File: src/rtl/divs_seq.sv
// divs_seq: sequential signed restoring divider, 2W-bit dividend by W-bit
// divisor, one quotient bit per cycle, valid/ready on both sides.
// Ports: clk, rst_n (async low); in_valid/in_ready, dividend, divisor;
// out_valid/out_ready, quotient, remainder, ovf, dbz.
// Option: define DIVS_SEQ_SAT_EN for overflow flag + quotient saturation.
module divs_seq #(
  parameter int WIDTH = 8
) (
  input  logic               clk,
  input  logic               rst_n,
  input  logic               in_valid,
  output logic               in_ready,
  input  logic [2*WIDTH-1:0] dividend,
  input  logic [WIDTH-1:0]   divisor,
  output logic               out_valid,
  input  logic               out_ready,
  output logic [WIDTH-1:0]   quotient,
  output logic [WIDTH-1:0]   remainder,
  output logic               ovf,
  output logic               dbz
);

  localparam int W2 = 2 * WIDTH;
  localparam int CW = $clog2(W2);
  localparam logic [CW-1:0] LAST = CW'(W2 - 1);

  typedef enum logic [1:0] {
    IDLE,
    CALC,
    DONE
  } state_e;

  state_e           state_q;
  logic [W2-1:0]    dvd_q;
  logic [WIDTH-1:0] dvs_q;
  logic [WIDTH-1:0] prem_q;
  logic [W2-1:0]    quo_q;
  logic [CW-1:0]    cnt_q;
  logic             sgn_n_q;
  logic             sgn_d_q;
  logic [WIDTH-1:0] quot_q;
  logic [WIDTH-1:0] rem_q;
  logic             ovf_q;
  logic             dbz_q;
  logic             ovalid_q;
  logic             iready_q;

  logic [W2-1:0]    dvd_abs;
  logic [WIDTH-1:0] dvs_abs;
  logic [WIDTH:0]   shl;
  logic             qbit;
  logic [WIDTH-1:0] prem_d;
  logic [W2-1:0]    quo_d;
  logic             q_neg;
  logic [WIDTH-1:0] qf;
  logic [WIDTH-1:0] rs;
  logic             ovf_c;

`ifdef DIVS_SEQ_SAT_EN
  localparam logic [W2-1:0] MAG_POS = (W2'(1) << (WIDTH - 1)) - W2'(1);
  localparam logic [W2-1:0] MAG_NEG = W2'(1) << (WIDTH - 1);
  localparam logic [WIDTH-1:0] Q_MAX = {1'b0, {(WIDTH-1){1'b1}}};
  localparam logic [WIDTH-1:0] Q_MIN = {1'b1, {(WIDTH-1){1'b0}}};
`endif

  always_comb begin
    dvd_abs = dividend[W2-1] ? -dividend : dividend;
    dvs_abs = divisor[WIDTH-1] ? -divisor : divisor;
    // restoring step: shift in next dividend bit, keep trial if >= 0
    shl     = {prem_q, dvd_q[W2-1]};
    qbit    = (shl >= {1'b0, dvs_q});
    prem_d  = qbit ? WIDTH'(shl - {1'b0, dvs_q})
                   : shl[WIDTH-1:0];
    quo_d   = {quo_q[W2-2:0], qbit};
    q_neg   = sgn_n_q ^ sgn_d_q;
    rs      = sgn_n_q ? -prem_d : prem_d;
`ifdef DIVS_SEQ_SAT_EN
    ovf_c   = q_neg ? (quo_d > MAG_NEG) : (quo_d > MAG_POS);
    if (ovf_c) qf = q_neg ? Q_MIN : Q_MAX;
    else       qf = WIDTH'(q_neg ? -quo_d : quo_d);
`else
    ovf_c   = 1'b0;
    qf      = WIDTH'(q_neg ? -quo_d : quo_d);
`endif
  end

  always_ff @(posedge clk or negedge rst_n) begin
    if (!rst_n) begin
      state_q  <= IDLE;
      dvd_q    <= '0;
      dvs_q    <= '0;
      prem_q   <= '0;
      quo_q    <= '0;
      cnt_q    <= '0;
      sgn_n_q  <= 1'b0;
      sgn_d_q  <= 1'b0;
      quot_q   <= '0;
      rem_q    <= '0;
      ovf_q    <= 1'b0;
      dbz_q    <= 1'b0;
      ovalid_q <= 1'b0;
      iready_q <= 1'b1;
    end else begin
      unique case (state_q)
        IDLE: begin
          if (in_valid) begin
            iready_q <= 1'b0;
            dvd_q    <= dvd_abs;
            dvs_q    <= dvs_abs;
            sgn_n_q  <= dividend[W2-1];
            sgn_d_q  <= divisor[WIDTH-1];
            prem_q   <= '0;
            quo_q    <= '0;
            cnt_q    <= '0;
            ovf_q    <= 1'b0;
            dbz_q    <= 1'b0;
            if (divisor == '0) begin
              state_q <= DONE;
              dbz_q   <= 1'b1;
              quot_q  <= '1;
              rem_q   <= dividend[WIDTH-1:0];
            end else begin
              state_q <= CALC;
            end
          end
        end
        CALC: begin
          prem_q <= prem_d;
          quo_q  <= quo_d;
          dvd_q  <= dvd_q << 1;
          cnt_q  <= cnt_q + CW'(1);
          if (cnt_q == LAST) begin
            state_q  <= DONE;
            ovalid_q <= 1'b1;
            quot_q   <= qf;
            rem_q    <= rs;
            ovf_q    <= ovf_c;
          end
        end
        DONE: begin
          // divide-by-zero enters with out_valid low; raise it a cycle later
          if (!ovalid_q) begin
            ovalid_q <= 1'b1;
          end else if (out_ready) begin
            ovalid_q <= 1'b0;
            iready_q <= 1'b1;
            state_q  <= IDLE;
          end
        end
        default: state_q <= IDLE;
      endcase
    end
  end

  assign in_ready  = iready_q;
  assign out_valid = ovalid_q;
  assign quotient  = quot_q;
  assign remainder = rem_q;
  assign ovf       = ovf_q;
  assign dbz       = dbz_q;

endmodule

File: config.mk
export PLATFORM = sky130hd
export DESIGN_NAME = divs_seq
export DESIGN_NICKNAME = d
export VERILOG_FILES = /design/src/rtl/divs_seq.sv
export SDC_FILE = /design/constraint.sdc
export NUM_CORES = 1
export LEC_CHECK = 0
export ABC_CLOCK_PERIOD_IN_PS = 2580
export CAP_MARGIN = 20
export CORE_MARGIN = 2
export CORE_UTILIZATION = 51
export CTS_CLUSTER_DIAMETER = 60
export CTS_CLUSTER_SIZE = 10
export DETAILED_ROUTE_END_ITERATION = 10
export PLACE_DENSITY_LB_ADDON = 0.12
export SYNTH_ARGS = -nofsm -noshare
export SYNTH_HDL_FRONTEND = slang
export SYNTH_SLANG_ARGS = --single-unit
File: constraint.sdc
create_clock -name clk -period 2.58 [get_ports clk]
set_input_delay 0.516 -clock clk [delete_from_list [all_inputs] [get_ports clk]]
set_output_delay 0.516 -clock clk [all_outputs]
set_load 0.005 [all_outputs]
==> flow_summary.json, run 1 <==
{
  "outcome": "finished, violations left",
  "violations": "setup timing",
  "syn_inst": 469,
  "critPathKind": "reg2reg",
  "place_hpwl_um": 7450,
  "grt_first_pass_wirelength_um": 17100,
  "final.setup_skew_ps": 13.1,
  "synth.most_common_cell": "dfrtp_1",
  "grt_pass1_vias": 3659,
  "design_power_total_mw": 7.51,
  "netlist_top_cells_area": "dfrtp_1 40%, o21ai_0 6.0%, nand2_1 5.5%, nor2_1 4.3%, xnor2_1 4.1%",
  "slew_violations": 0,
  "vias": 3695,
  "crit_fanout": 2,
  "rsz0062_at_grt": "true",
  "cp.required_ps": 2810,
  "rr_startpoint": "dvd_q[15]",
  "ys_types": 57,
  "power_leakage_nw": 2.28,
  "period_needed_ps": 2680,
  "initial_core_util_pct": 52.5,
  "grt_overflow": 0,
  "yosys.area.top_type": "dfrtp_1",
  "worst_setup_path_end_kind": "flip-flop",
  "drt_first_pass_iters": 4,
  "crit_path_start_kind": "flip-flop",
  "grt_usage_pct": 25.2,
  "maxSlewHeadroom_pct": 35.2,
  "antenna_found_initial": 0,
  "place_congestion": 0.851,
  "synth_area_mm2": 0.00403,
  "clk_pin_slew_ps": 80,
  "ys.flop_type": "dfrtp_1",
  "period_share_pct": 104,
  "first_iter_violations": 216,
  "viasPerCell": 5.61,
  "drc_errors": 0,
  "fin_tns_setup_ps": -186,
  "syn-num-nets": 510,
  "ys_seq_elements": 66,
  "detail_route.wl_per_cell_um": 15.3,
  "rows": 32,
  "io_pins": 48,
  "cts_root_buf": "clkbuf_8",
  "synth_edf_count": 0,
  "die_y_um": 92.9,
  "die-area_mm2": 0.00863,
  "wl_um": 10100,
  "ys_seq_area_share_pct": 41.0,
  "n_antenna_cell": 0,
  "hold_violations": 0,
  "synth_common_cells": "65 x dfrtp_1, 59 x nand2_1, 48 x o21ai_0",
  "irDropWorstVdd_v": 0.000682,
  "power_density_mw_per_mm2": 1450,
  "clock.fmax_mhz": 373,
  "r2r_slack_ps": -100,
  "yosys_warnings": 0,
  "ctsHoldBuffers": 0,
  "port-buffer-count": 46,
  "worst_slack_ps": -102,
  "die_x_um": 92.9,
  "core_area_mm2": 0.00769,
  "cts.sinks": 66,
  "ant_nets": 0,
  "hp-class": "in2async",
  "syn2layout_area_growth_pct": 28.5,
  "drive_gt1_share_pct": 16.0,
  "r2r_cells": 11,
  "htreeDepth": 3,
  "drv_cap": 0,
  "clockBufferDepth": 2,
  "finalNetCount": 593,
  "synthArstFlopShare_pct": 100,
  "grt_max_degree": 43,
  "cts_tree": "yes",
  "insertion_delay_ps": 350,
  "tightest_slew_ps": 969,
  "arrival_ps": 2910,
  "synth.top_cell.area_share_pct": 40.3,
  "setup_violations": 2,
  "synth.avg_cell_area_um2": 8.60,
  "timing.rr.end": "remainder[7]",
  "numCtsBuffers": 9,
  "final_util_pct": 67.4
}
[worst max-delay path, cell delays in order (launching register included)]
cell       delay, ps
dfrtp_1          390
inv_2             80
ha_4             130
inv_2             30
fa_2             350
a211oi_2         270
nor2_1            80
xor2_1           160
or4_4            550
o31ai_4          270
a2bb2oi_2        160
a31oi_1           90
[logic make-up after synthesis]
| kind of cell | Yosys count | synth area share, % |
|---|---|---|
| buffers and inverters | 45 | 4.37 |
| muxes | 7 | 1.74 |
| other | 1 | 0.0930 |
| xor gates and xnor gates | 38 | 8.25 |
| adders and majority gates | 13 | 4.22 |
| and+or+nand+nor | 167 | 19.2 |
| DFF | 66 | 41.0 |
| AOI/OAI and AO/OA | 132 | 21.2 |
[layer usage]
layer	global-route usage [%]	wire length [um]	vias to the layer above	part of all wire, %
met1	33.2	4510	1738	45
li1	-	-	1823	-
met4	10.8	219	0	2.2
met3	4.96	518	20	5.1
met2	40.5	4820	114	48
met5	0	0	-	0
[through the flow]
stage	instances	hold slack, ps	cell area (um^2)	setup slack (ps)
floorplan	469	220	4040	-103
global placement	639	449	4900	-119
detailed placement	639	461	4900	-198
CTS	657	187	5130	-124
global route	659	196	5180	-242
finish	659	178	5180	-102
[cell type report]
| class | count | area [um^2] |
|---|---|---|
| clock buffers | 9 | 124 |
| clock inverters | 7 | 77.6 |
| fillers | 638 | 2510 |
| inverters | 22 | 85.1 |
| multi-input cells | 358 | 2260 |
| flip-flops and latches | 66 | 1650 |
| well taps | 102 | 128 |
| repair buffers | 95 | 848 |
[state kept, by name, indices dropped and copies added (netlist names)]
signal     count
dvd_q         16
dvs_q          8
prem_q         8
quotient       8
remainder      8
quo_q          7
cnt_q          4
state_q        2
dbz            1
in_ready       1
out_valid      1
sgn_d_q        1
sgn_n_q        1
[cells in the final DEF, fill, tap and decap left out, types with 3 or more instances in the layout]
cell / count
a22oi_1: 9
o21ai_1: 5
xor2_1: 19
buf_4: 47
clkdlybuf4s50_1: 45
nor2_1: 46
a21o_1: 3
a31oi_1: 4
inv_1: 19
xnor2_1: 19
ha_1: 10
nor3b_1: 3
a211oi_2: 3
mux2i_1: 7
o41ai_1: 3
nor2b_1: 5
nand2b_1: 4
dfrtp_1: 65
a21oi_1: 19
nand3_1: 18
o21ai_0: 48
or4_1: 5
o31ai_1: 10
or3_1: 6
nor3_1: 7
nand2_1: 59
a211oi_1: 3
clkbuf_8: 9
and3_1: 3
[power by group]
group	switching (mW)	internal, mW
Sequential	0.346	1.48
Clock	0.442	0.454
Combinational	2.55	2.24
[worst max path at each step]
stage,from,endpoint,slack [ps]
6_report,dvd_q[15],remainder[7],-100
5_1_grt,dvd_q[15],remainder[7],-240
4_1_cts,dvd_q[15],remainder[6],-120
3_5_place_dp,dividend[6],dvd_q[13],-200
3_3_place_gp,dividend[6],dvd_q[13],-120
2_1_floorplan,dvd_q[15],remainder[6],-100
[repair_timing]
action	4_1_cts	5_1_grt
setup buffers	2	2
cloned	0	0
pin swaps	10	9
setup endpoints to repair	4	13
resized for setup	4	8
Note: power is estimated with default switching activity, not from simulation.
==> run 2: changes to the inputs <==
--- a/config.mk
+++ b/config.mk
@@ -16,3 +16,4 @@
 export SYNTH_ARGS = -nofsm -noshare
 export SYNTH_HDL_FRONTEND = slang
 export SYNTH_SLANG_ARGS = --single-unit
+export TNS_END_PERCENT = 5
==> flow_summary.json, run 2 (synthesis results as in run 1) <==
{
  "outcome": "finished, violations left",
  "violations": "setup timing",
  "irDropWorstVdd_v": 0.000677,
  "worst_hold_slack_ps": 177,
  "ant_nets": 0,
  "vias": 3688,
  "hold_violations": 0,
  "mostFrequentLayoutCells": "65 x dfrtp_1, 59 x nand2_1, 48 x o21ai_0, 46 x nor2_1, 45 x clkdlybuf4s50_1",
  "grt_usage_pct": 25.2,
  "period_share_pct": 104,
  "tightest_slew_ps": 976,
  "dp_cells": 639,
  "die_x_um": 92.9,
  "final.setup_skew_ps": 11.1,
  "die-area_mm2": 0.00863,
  "rsz0062_at_grt": "true",
  "setup_violations": 2,
  "syn2layout_area_growth_pct": 28.2,
  "place_hpwl_um": 7450,
  "die_y_um": 92.9,
  "design_power_total_mw": 7.51,
  "crit_fanout": 2,
  "detail_route.wl_per_cell_um": 15.3,
  "power_leakage_nw": 2.27,
  "cpMaxStageDelayCell": "or4_4",
  "max_stage_delay_ps": 550,
  "numCtsBuffers": 9,
  "r2r_slack_ps": -110,
  "top_register": "dvd_q",
  "critPathKind": "reg2reg",
  "finalNetCount": 591,
  "htreeDepth": 3,
  "cts_root_buf": "clkbuf_8",
  "first_iter_violations": 210,
  "drt_first_pass_iters": 5,
  "period_needed_ps": 2690,
  "worst_setup_path_end_kind": "flip-flop",
  "rows": 32,
  "largest_register_ffs": 16,
  "clk_pin_slew_ps": 80,
  "maxSlewHeadroom_pct": 34.7,
  "place_congestion": 0.851,
  "drc_errors": 0,
  "hp-class": "in2async",
  "grt_overflow": 0,
  "drive_gt1_share_pct": 15.7,
  "final_cells": 657,
  "core_area_mm2": 0.00769,
  "dpl_cell_area_mm2": 0.00490,
  "grt_max_degree": 43,
  "crit_path_start_kind": "flip-flop",
  "power_density_mw_per_mm2": 1450,
  "port-buffer-count": 46,
  "arrival_ps": 2920,
  "final.fill_count": 639,
  "grt_pass1_vias": 3659,
  "worst_slack_ps": -106,
  "wl_um": 10100,
  "crit_chain": "inv_2 -> ha_4 -> inv_2 -> fa_2 -> a211oi_2 -> nor2_1 -> xor2_1 -> or4_4 -> o31ai_4 -> a2bb2oi_2 -> a31oi_1",
  "cp.required_ps": 2810,
  "viasPerCell": 5.61,
  "fin_tns_setup_ps": -200,
  "grt_first_pass_wirelength_um": 17100,
  "io_pins": 48,
  "ctsHoldBuffers": 0,
  "n_antenna_cell": 0,
  "slew_violations": 0,
  "antenna_found_initial": 0,
  "clock.fmax_mhz": 372,
  "final_area_mm2": 0.00517,
  "cts_tree": "yes",
  "final_common_cell": "dfrtp_1",
  "drv_cap": 0,
  "clockBufferDepth": 2,
  "initial_core_util_pct": 52.5,
  "cts.sinks": 66,
  "insertion_delay_ps": 350,
  "crit_path_frequent_cell": "inv_2"
}
## run 2: cell count changes in the layout (fill, tap and decap cells not counted)
cell,previous run,this run
buf_6,0,1
inv_6,2,3
buf_4,47,44
inv_4,1,0
## run 2: repair_timing
item,CTS,global route
pin swaps,10,9
buffers inserted,2,0
gates cloned,0,0
setup endpoints to repair,4,13
resized for setup,4,10
## run 2: critical path, delay by kind of cell, from the launching register on
family,cells,cell delay [ps]
compound gates,4,800
simple gates,2,630
fa+ha+maj,2,480
flops,1,390
xor+xnor,1,160
buf+inv,2,110
## run 2: cell type report
type | count | area [um^2] | area share, %
Clock buffer | 9 | 124 | 2.40
Clock inverter | 7 | 77.6 | 1.50
Inverter | 22 | 87.6 | 1.69
Multi-Input combinational cell | 358 | 2260 | 43.8
Sequential cell | 66 | 1650 | 32.0
Tap cell | 102 | 128 | 2.47
Timing Repair Buffer | 93 | 837 | 16.2
## run 2: path summary, 6_finish.rpt
kind | from | endpoint | depth (start not counted)
worst max-delay path | dvd_q[15] | remainder[7] | 11
worst min-delay path | rst_n | out_valid | 1
worst max register to register | dvd_q[15] | remainder[7] | 11
worst min register to register | in_ready | in_ready | 2
max in group asynchronous | rst_n | quotient[1] | 2
min in group clk | in_ready | in_ready | 2
## run 2: through the flow
step	worst slack, ps	utilization [%]
floorplan	-103	-
CTS	-124	66.7
global route	-243	67.3
global placement	-119	63.7
detailed placement	-198	63.7
finish	-106	67.3
## run 2: power breakdown
| group | leakage [nW] | switching [mW] | internal, mW | total (mW) |
|---|---|---|---|---|
| sequential | 0.797 | 0.348 | 1.48 | 1.83 |
| combinational | 1.37 | 2.54 | 2.24 | 4.78 |
| clock | 0.100 | 0.443 | 0.454 | 0.897 |
## run 2: layer usage
layer	vias up	part of all wire [%]	GRT usage, %	wire length, um
met5	-	0	0	0
met4	0	2.2	10.8	223
met3	21	4.6	4.96	460
met2	86	48	40.5	4800
met1	1761	45	33.2	4570
li1	1820	-	-	-
==> run 3: changes to the inputs <==
--- a/config.mk
+++ b/config.mk
@@ -5,7 +5,7 @@
 export SDC_FILE = /design/constraint.sdc
 export NUM_CORES = 1
 export LEC_CHECK = 0
-export ABC_CLOCK_PERIOD_IN_PS = 2580
+export ABC_CLOCK_PERIOD_IN_PS = 2450
 export CAP_MARGIN = 20
 export CORE_MARGIN = 2
 export CORE_UTILIZATION = 51
==> constraint.sdc (replaced) <==
create_clock -name clk -period 2.45 [get_ports clk]
set_input_delay 0.49 -clock clk [delete_from_list [all_inputs] [get_ports clk]]
set_output_delay 0.49 -clock clk [all_outputs]
set_load 0.005 [all_outputs]
==> flow_summary.json, run 3 (synthesis results as in run 1) <==
{
  "outcome": "finished, violations left",
  "violations": "setup timing",
  "core_area_mm2": 0.00769,
  "drv_cap": 0,
  "crit_chain": "inv_2 -> ha_4 -> inv_2 -> fa_2 -> a211oi_4 -> nor2_2 -> xor2_1 -> or4_4 -> o211ai_2 -> mux2i_1 -> a211o_1",
  "r2r_slack_ps": -260,
  "comb_power_share_pct": 64.5,
  "drc_errors": 0,
  "dp_cells": 653,
  "p_seq_share_pct": 23.0,
  "final.setup_skew_ps": 13.7,
  "clkPwrFrac_pct": 12.5,
  "hold_violations": 0,
  "ant_nets": 0,
  "arrival_ps": 2940,
  "dpl_cell_area_mm2": 0.00500,
  "first_iter_violations": 176,
  "io_pins": 48,
  "final_util_pct": 69.6,
  "r2r_cells": 11,
  "drt_first_pass_iters": 4,
  "irDropWorstVdd_v": 0.000750,
  "swShare_pct": 43.2,
  "timing.rr.end": "remainder[6]",
  "place_congestion": 0.870,
  "fin_tns_setup_ps": -626,
  "rsz0062_at_grt": "true",
  "maxSlewHeadroom_pct": 37.5,
  "critPathKind": "reg2reg",
  "drive_gt1_share_pct": 18.6,
  "tightest_slew_ps": 934,
  "worst_slack_ps": -258,
  "grt_overflow": 0,
  "grt_max_degree": 67,
  "p_int_mw": 4.77,
  "grt_usage_pct": 25.3,
  "clock.fmax_mhz": 369,
  "period_needed_ps": 2710,
  "grt_first_pass_wirelength_um": 17100,
  "grt_pass1_vias": 3649,
  "power_leakage_nw": 2.37,
  "vias": 3768,
  "insertion_delay_ps": 360,
  "power_density_mw_per_mm2": 1570,
  "crit_path_frequent_cell": "inv_2",
  "cts.sinks": 66,
  "final.fill_count": 620,
  "switchingPower_mw": 3.62,
  "place_hpwl_um": 7400,
  "die-area_mm2": 0.00863,
  "cts_tree": "yes",
  "cts_root_buf": "clkbuf_8",
  "numCtsBuffers": 9,
  "mostFrequentLayoutCells": "65 x dfrtp_1, 60 x buf_4, 59 x nand2_1, 47 x o21ai_0",
  "max_stage_delay_ps": 550,
  "antenna_found_initial": 0,
  "period_share_pct": 111,
  "largest_register_ffs": 16,
  "clockBufferDepth": 2,
  "cp.required_ps": 2690,
  "cpMaxStageDelayCell": "or4_4",
  "htreeDepth": 3,
  "slew_violations": 0,
  "die_x_um": 92.9,
  "setup_violations": 4,
  "initial_core_util_pct": 52.5,
  "viasPerCell": 5.60,
  "final_area_mm2": 0.00535,
  "top_register": "dvd_q",
  "clk_pin_slew_ps": 70,
  "port-buffer-count": 46,
  "crit_fanout": 2,
  "worst_setup_path_end_kind": "flip-flop",
  "hp-class": "in2async",
  "syn2layout_area_growth_pct": 32.7,
  "rows": 32,
  "wl_um": 10300,
  "final_cells": 673,
  "crit_path_start_kind": "flip-flop",
  "n_antenna_cell": 0,
  "detail_route.wl_per_cell_um": 15.2,
  "die_y_um": 92.9,
  "final_common_cell": "dfrtp_1",
  "rr_startpoint": "dvd_q[15]",
  "finalNetCount": 607,
  "worst_hold_slack_ps": 151
}
==> run 3: area by class of cell <==
class	instances	area, um^2	share of cell area (%)
Timing Repair Buffer	109	957	17.9
Clock buffer	10	138	2.57
Inverter	22	82.6	1.54
Clock inverter	6	88.8	1.66
Multi-Input combinational cell	358	2310	43.1
Tap cell	102	128	2.38
Sequential cell	66	1650	30.9
==> run 3: worst max-delay path by stage <==
| stage | from | to | depth (start not counted) | slack, ps |
|---|---|---|---|---|
| 2_1_floorplan | dvd_q[15] | remainder[6] | 11 | -230 |
| 3_3_place_gp | dvd_q[15] | remainder[6] | 11 | -230 |
| 3_5_place_dp | dvd_q[15] | remainder[6] | 11 | -320 |
| 4_1_cts | dvd_q[15] | remainder[6] | 11 | -290 |
| 5_1_grt | dvd_q[15] | remainder[6] | 11 | -340 |
| 6_report | dvd_q[15] | remainder[6] | 11 | -260 |
==> run 3: critical path, delay by kind of cell, from the launching register on <==
kind                       cells  cell delay [ps]
adders and majority gates      2              510
muxes                          1              100
buffers and inverters          2              120
xor gates and xnor gates       1              150
DFF                            1              390
AOI/OAI and AO/OA              3              730
and+or+nand+nor                2              610
==> run 3: repair_timing <==
item	CTS	global route
buffers inserted	5	1
setup endpoints to repair	9	15
gates resized for setup	7	13
hold endpoints to repair	0	0
hold buffers	0	0
pin swaps	10	8
==> run 3: power groups by stage <==
stage | combinational (mW) | clock, mW | sequential (mW)
final | 5.41 | 1.05 | 1.93
after global routing | 5.95 | 1.11 | 1.98
after CTS | 5.19 | 1.06 | 1.92
after detailed placement | 4.94 | 0 | 1.93
after global placement | 4.82 | 0 | 1.91
after floorplan | 3.18 | 0 | 1.86
==> run 3: metrics by stage <==
step	setup WS, ps	power [mW]
after floorplan	-233	5.04
after global placement	-232	6.73
after detailed placement	-315	6.87
after CTS	-289	8.18
after global routing	-340	9.03
final	-258	8.39
==> run 3: per-layer routing <==
metal  up-vias  share of wire (%)  GRT usage (%)
met5         -                  0              0
met4         0                1.6           9.19
li1       1839                  -              -
met2        79                 50           43.4
met3        13                4.1           3.74
met1      1837                 44           32.5
